--- config.mk ---
export PLATFORM = sky130hd
export DESIGN_NAME = window_addr_gen
export DESIGN_NICKNAME = d
export VERILOG_FILES = /design/src/rtl/conv_ctrl_pkg.sv /design/src/rtl/window_tap_counter.sv /design/src/rtl/window_addr_gen.sv
export SDC_FILE = /design/constraint.sdc
export NUM_CORES = 1
export LEC_CHECK = 0
export ABC_AREA = 1
export CAP_MARGIN = 10
export CORE_MARGIN = 1
export CORE_UTILIZATION = 40
export CTS_CLUSTER_DIAMETER = 120
export DETAILED_ROUTE_END_ITERATION = 6
export GPL_ROUTABILITY_DRIVEN = 0
export HOLD_SLACK_MARGIN = 0.06
export PLACE_DENSITY = 0.73
export SLEW_MARGIN = 30
export SYNTH_ARGS = -nofsm -noshare
export SYNTH_HDL_FRONTEND = slang
export SYNTH_SLANG_ARGS = --single-unit
export TNS_END_PERCENT = 100
--- constraint.sdc ---
create_clock -name clk -period 4.55 [get_ports clk]
set_clock_uncertainty 0.2 [all_clocks]
set_input_delay 0.6825 -clock clk [delete_from_list [all_inputs] [get_ports clk]]
set_output_delay 0.6825 -clock clk [all_outputs]
set_load 0.02 [all_outputs]
--- src/rtl/conv_ctrl_pkg.sv ---
// Shared definitions for the convolution window address generator.
// Holds the sweep FSM encoding and default field widths.
package conv_ctrl_pkg;

  localparam int DEF_ADDR_W = 5;
  localparam int DEF_CNT_W  = 8;

  typedef enum logic [1:0] {
    S_IDLE,
    S_LOAD,
    S_RUN,
    S_FIN
  } state_e;

endpackage

--- src/rtl/window_tap_counter.sv ---
// Tap index within one window.
// Counts on enable and wraps to zero after reaching the limit.
module window_tap_counter
  import conv_ctrl_pkg::*;
#(
  parameter int W = DEF_ADDR_W
) (
  input  logic         clk,
  input  logic         rst_n,
  input  logic         i_clr,
  input  logic         i_en,
  input  logic [W-1:0] i_limit,
  output logic [W-1:0] o_count,
  output logic         o_wrap
);

  logic [W-1:0] r_count;

  assign o_count = r_count;
  assign o_wrap  = i_en && (r_count == i_limit);

  always_ff @(posedge clk or negedge rst_n) begin
    if (!rst_n) begin
      r_count <= '0;
    end else if (i_clr) begin
      r_count <= '0;
    end else if (i_en) begin
      r_count <= o_wrap ? '0 : r_count + 1'b1;
    end
  end

endmodule

--- src/rtl/window_addr_gen.sv ---
// Sliding-window read address generator for a 1-D convolution.
// Emits base+tap beats per window until the next window overruns.
module window_addr_gen
  import conv_ctrl_pkg::*;
#(
  parameter int ADDR_W = DEF_ADDR_W,
  parameter int CNT_W  = DEF_CNT_W
) (
  input  logic              clk,
  input  logic              rst_n,
  input  logic              start,
  input  logic [ADDR_W-1:0] filter_size,
  input  logic [ADDR_W-1:0] stride,
  input  logic [ADDR_W-1:0] ifmap_len,
  input  logic              rd_ready,
  output logic              rd_valid,
  output logic [ADDR_W-1:0] rd_addr,
  output logic [ADDR_W-1:0] filter_addr,
  output logic              window_last,
  output logic [CNT_W-1:0]  window_count,
  output logic              busy,
  output logic              done,
  output logic              err
);

  localparam int EW = ADDR_W + 2;

  state_e            r_state;
  logic [ADDR_W-1:0] r_fsize;
  logic [ADDR_W-1:0] r_stride;
  logic [ADDR_W-1:0] r_len;
  logic [ADDR_W-1:0] r_base;
  logic [CNT_W-1:0]  r_cnt;
  logic              r_done;
  logic              r_err;

  logic              w_run;
  logic              w_fire;
  logic              w_wrap;
  logic [ADDR_W-1:0] w_tap;
  logic [ADDR_W-1:0] w_limit;
  logic [EW-1:0]     w_next_base;
  logic [EW-1:0]     w_next_end;
  logic              w_fits;
  logic              w_degen;

  assign w_run   = (r_state == S_RUN);
  assign w_fire  = w_run && rd_ready;
  assign w_limit = r_fsize - 1'b1;

  // Extra headroom so base+stride+size never aliases.
  assign w_next_base = EW'(r_base) + EW'(r_stride);
  assign w_next_end  = w_next_base + EW'(r_fsize);
  assign w_fits      = (w_next_end <= EW'(r_len));
  assign w_degen     = (r_fsize == '0) || (r_fsize > r_len);

  window_tap_counter #(
    .W (ADDR_W)
  ) u_tap (
    .clk     (clk),
    .rst_n   (rst_n),
    .i_clr   (r_state == S_LOAD),
    .i_en    (w_fire),
    .i_limit (w_limit),
    .o_count (w_tap),
    .o_wrap  (w_wrap)
  );

  assign rd_valid     = w_run;
  assign rd_addr      = r_base + w_tap;
  assign filter_addr  = w_tap;
  assign window_last  = w_run && (w_tap == w_limit);
  assign window_count = r_cnt;
  assign busy         = (r_state != S_IDLE);
  assign done         = r_done;
  assign err          = r_err;

  always_ff @(posedge clk or negedge rst_n) begin
    if (!rst_n) begin
      r_state  <= S_IDLE;
      r_fsize  <= '0;
      r_stride <= '0;
      r_len    <= '0;
      r_base   <= '0;
      r_cnt    <= '0;
      r_done   <= 1'b0;
      r_err    <= 1'b0;
    end else begin
      r_done <= 1'b0;
      unique case (r_state)
        S_IDLE: begin
          if (start) begin
            r_fsize  <= filter_size;
            r_stride <= (stride == '0) ?
                        ADDR_W'(1) : stride;
            r_len    <= ifmap_len;
            r_cnt    <= '0;
            r_err    <= 1'b0;
            r_state  <= S_LOAD;
          end
        end
        S_LOAD: begin
          r_base <= '0;
          if (w_degen) begin
            r_err   <= 1'b1;
            r_done  <= 1'b1;
            r_state <= S_FIN;
          end else begin
            r_state <= S_RUN;
          end
        end
        S_RUN: begin
          if (w_wrap) begin
            if (r_cnt != '1) r_cnt <= r_cnt + 1'b1;
            if (w_fits) begin
              r_base <= w_next_base[ADDR_W-1:0];
            end else begin
              r_done  <= 1'b1;
              r_state <= S_FIN;
            end
          end
        end
        S_FIN: begin
          r_state <= S_IDLE;
        end
        default: r_state <= S_IDLE;
      endcase
    end
  end

endmodule

==> metrics.log <==
[metrics] Worst Setup Path Type: register to register
[metrics] x dimension of the die: 84.9 um
[metrics] cell count after placement: 461
[metrics] Slew HR: 0.450
[metrics] Sw Pwr: about 0.0012 W
[metrics] element type at the critical path start: register
[metrics] number of synthesized register bits: 37
[metrics] combinational power share: 0.639
[metrics] largest fanout of any net on the critical path: 8
[metrics] Clock power frac: 0.143
[metrics] simple-gate portion of the synthesized area: 0.276
[metrics] number of DRC violations after detailed routing: 4
[metrics] number of endpoints with negative hold slack in the final report: 0
[metrics] post-synthesis mux area share: 0.00409
[metrics] pin slew with the least headroom to its limit: 0.824 ns
[metrics] RSZ-0062 raised after global routing: false
[metrics] # IOs: 42
[metrics] residual antenna-violating net count after detailed routing: 0
[metrics] number of global-route vias before repair: approximately 2,300
[metrics] dpl cell area: 3230 um^2
[metrics] Mean Syn Cell Area: 7.93 um^2
[metrics] area grow syn2layout: 23.3%
[metrics] final net count: 445
[metrics] Cell Area, Synth: 2750 um^2
[metrics] Max Freq: 0.245 GHz
[metrics] largest family of logic cells by synthesized area: simple AND/OR/NAND/NOR gates
[metrics] violated checks: DRC
[metrics] overall die area: 7210 um^2
[metrics] LEAKAGE: roughly 1.7 nW
[metrics] compound-cell area share of the yosys netlist: 0.0987
[metrics] finished layout cell area: 3390 um^2
[metrics] worst vdd ir: 0.290 mV
[metrics] GR Util All Layers: 0.180
[metrics] max-cap check violation count: 0
[metrics] residual overflow from global routing: 0
[metrics] Post-Synthesis Cells: about 350
[metrics] xor/xnor cell area share of the yosys netlist: 0.0446
[metrics] Worst-Skew Late Latency: 0.30 ns
[metrics] first-pass detailed-route iteration total: 7
[metrics] Buffers on Ports: 41
[metrics] outcome: finished, violations left
[metrics] internal power summed over all cells: 0.00128 W
[metrics] clock slew at the register clock pins of the worst setup and hold paths: 0.08 ns
[metrics] number of setup violations in the final report: 0
[metrics] Mapped Nets: 400
[metrics] Pins Over Slew Limit: 0
[metrics] Post-synth EDFFs: 0
[metrics] die height: around 85 um
[metrics] number of CTS-inserted buffers: 5
[metrics] wire length of the first global-routing pass: 10,300 um
[metrics] antenna violations before repair: 0
[metrics] data arrival time of the critical path: about 4 ns
[metrics] count of buffers added by post-CTS timing repair for setup: 0
[metrics] power density normalized to cell area: roughly 730 nW/um^2
[metrics] Std-Cell Core Area: between 6000 and 7000 um^2
[metrics] number of cells on the worst reg-to-reg path: 18
[metrics] worst reg-to-reg setup slack: 0.48 ns
[metrics] H-Tree Level Count: 2
[metrics] async set or reset register ratio after synthesis: 1.00
[metrics] number of antenna repair diodes: 0
[metrics] switching share of total power: 0.485
[metrics] Synth warnings: 0
[metrics] Starting Density: 0.424
[metrics] clock tree from TritonCTS: built
[metrics] Main synth FF type: dfrtp_1
[metrics] post-synth cell types: 30
[metrics] min-delay worst type: input pin to asynchronous set/reset pin
[metrics] average wire length per cell after detail routing: 13.0 um
[metrics] hold_buf cts: 0
[metrics] Period Utilization, post-route: 0.895
[metrics] part of the total power dissipated in sequential elements: 0.219
[metrics] fraction of final layout cells sized beyond drive strength 1: 0.0916
[metrics] CP required: 4.54 ns
[metrics] site row count: 29
[metrics] register area share after synthesis: 0.337
[metrics] most area-consuming cells after synthesis: dfrtp_1 (34%), ha_1 (14%), nand2_1 (10%), nand3_1 (6.7%), inv_1 (6.4%)
[metrics] buffer type at the clock tree root: clkbuf_8
[metrics] HPWL after DPL: 4560 um
[metrics] buffers from clock root to sink, at most: 2
[metrics] cell type with the largest total area after synthesis: dfrtp_1
[metrics] ratio of routed vias to standard cells: approximately 5.2
[metrics] crit path capture type: register
[metrics] final worst path period need: slightly above 4 ns
[metrics] proportion of netlist area held by the largest area contributor: 0.337
[metrics] commonest cells in the synthesized netlist: nand2_1 (73), inv_1 (47), dfrtp_1 (37), nand3_1 (37), ha_1 (31)
[metrics] number of clock sinks seen by CTS: 37
[metrics] Iteration-0 DRC Markers: 144
[metrics] Sum Neg Setup Slack: 0 ns
[metrics] Total Wirelength: 6110 um
[metrics] via total after detailed routing: 2,441
[metrics] most instantiated library cell after synthesis: nand2_1
[metrics] Non-Filler Instances: 470
[metrics] largest net degree at the start of global routing: 38
[metrics] adder-cell share of the synthesized area: 0.163
[metrics] cells resized by post-CTS repair: 0
stage by stage:
stage / hold WS, ns / power, W / worst slack [ns] / utilization
2_1_floorplan: 0.187 / 0.00171 / 1.15 / -
3_3_place_gp: 0.281 / 0.00204 / 0.855 / 0.497
3_5_place_dp: 0.292 / 0.00210 / 0.613 / 0.497
4_1_cts: 0.316 / 0.00248 / 0.575 / 0.518
5_1_grt: 0.115 / 0.00274 / 0.185 / 0.522
6_report: 0.0944 / 0.00249 / 0.476 / 0.522
cell families after synthesis:
| kind of cell | Yosys count |
|---|---|
| AO/OA/AOI/OAI | 46 |
| multiplexers | 1 |
| adder cells (fa/ha/maj) | 34 |
| AND/OR/NAND/NOR | 162 |
| XOR/XNOR | 14 |
| flip-flops | 37 |
| buffers and inverters | 53 |
power by group through the flow:
stage / registers, W / logic (W) / clock network, W
CTS: 0.000544 / 0.00158 / 0.000361
detailed placement: 0.000549 / 0.00155 / 0
floorplan: 0.000544 / 0.00117 / 0
global route: 0.000559 / 0.00181 / 0.000376
global placement: 0.000548 / 0.00149 / 0
finish: 0.000544 / 0.00159 / 0.000356
cell usage in the layout, fill, tap and decap left out, types with 3 or more instances in the layout:
cell type        Yosys  layout
a21oi_1             20      20
clkbuf_8             0       5
clkdlybuf4s50_1      0      40
dfrtp_1             37      37
fa_1                 3       3
ha_1                31      31
inv_1               47      47
nand2_1             73      73
nand2_2              3       3
nand3_1             37      37
nand4_1             12      12
nor2_1              23      23
o21ai_0             13      13
o21ai_2              8       8
or2_2                6       6
xnor2_1              6       6
xor2_1               8       8
sequential cells by signal (all words and copies together), names as in the netlist:
register       flops
done               1
err                1
r_base             5
r_fsize            5
r_len              5
r_state            2
r_stride           5
u_tap.o_count      5
window_count       8
final timing paths:
| kind | start | endpoint |
|---|---|---|
| worst max-delay path | r_base[0]$_DFFE_PN0P_ | r_base[0]$_DFFE_PN0P_ |
| worst min-delay path | rst_n | r_len[2]$_DFFE_PN0P_ |
| worst max register to register | r_base[0]$_DFFE_PN0P_ | r_base[0]$_DFFE_PN0P_ |
| worst min register to register | r_stride[4]$_DFFE_PN0P_ | r_stride[4]$_DFFE_PN0P_ |
| max in group asynchronous | rst_n | r_base[0]$_DFFE_PN0P_ |
| min in group clk | r_stride[4]$_DFFE_PN0P_ | r_stride[4]$_DFFE_PN0P_ |
cell type report:
| class | instances | area [um^2] |
|---|---|---|
| clock buffer | 5 | 68.8 |
| clock inverter | 3 | 68.8 |
| fill | 601 | 3100 |
| inverter | 48 | 180 |
| multi-input combinational | 257 | 1610 |
| sequential | 37 | 926 |
| tap | 77 | 96.3 |
| timing repair buffer | 43 | 440 |
routing by layer:
| metal | vias up | share of wire | GRT usage |
|---|---|---|---|
| met5 | - | 0 | 0 |
| met4 | 0 | 0.013 | 0.0555 |
| met3 | 7 | 0.046 | 0.0331 |
| met2 | 67 | 0.48 | 0.322 |
| met1 | 1136 | 0.46 | 0.222 |
| li1 | 1231 | - | - |
worst max-delay path: stages (launching register included):
cell	delay, ns
dfrtp_1	0.39
ha_1	0.19
inv_1	0.06
fa_1	0.39
xnor2_1	0.23
ha_1	0.31
a21oi_1	0.24
nor2_1	0.07
nor2_1	0.15
xnor2_1	0.16
ha_1	0.29
a21oi_1	0.17
nand2_1	0.08
nand2_1	0.06
nand3_1	0.08
nor2_1	0.43
nand3_1	0.28
nand3_1	0.14
nand2_1	0.05
(Power assumes the default switching activity.)
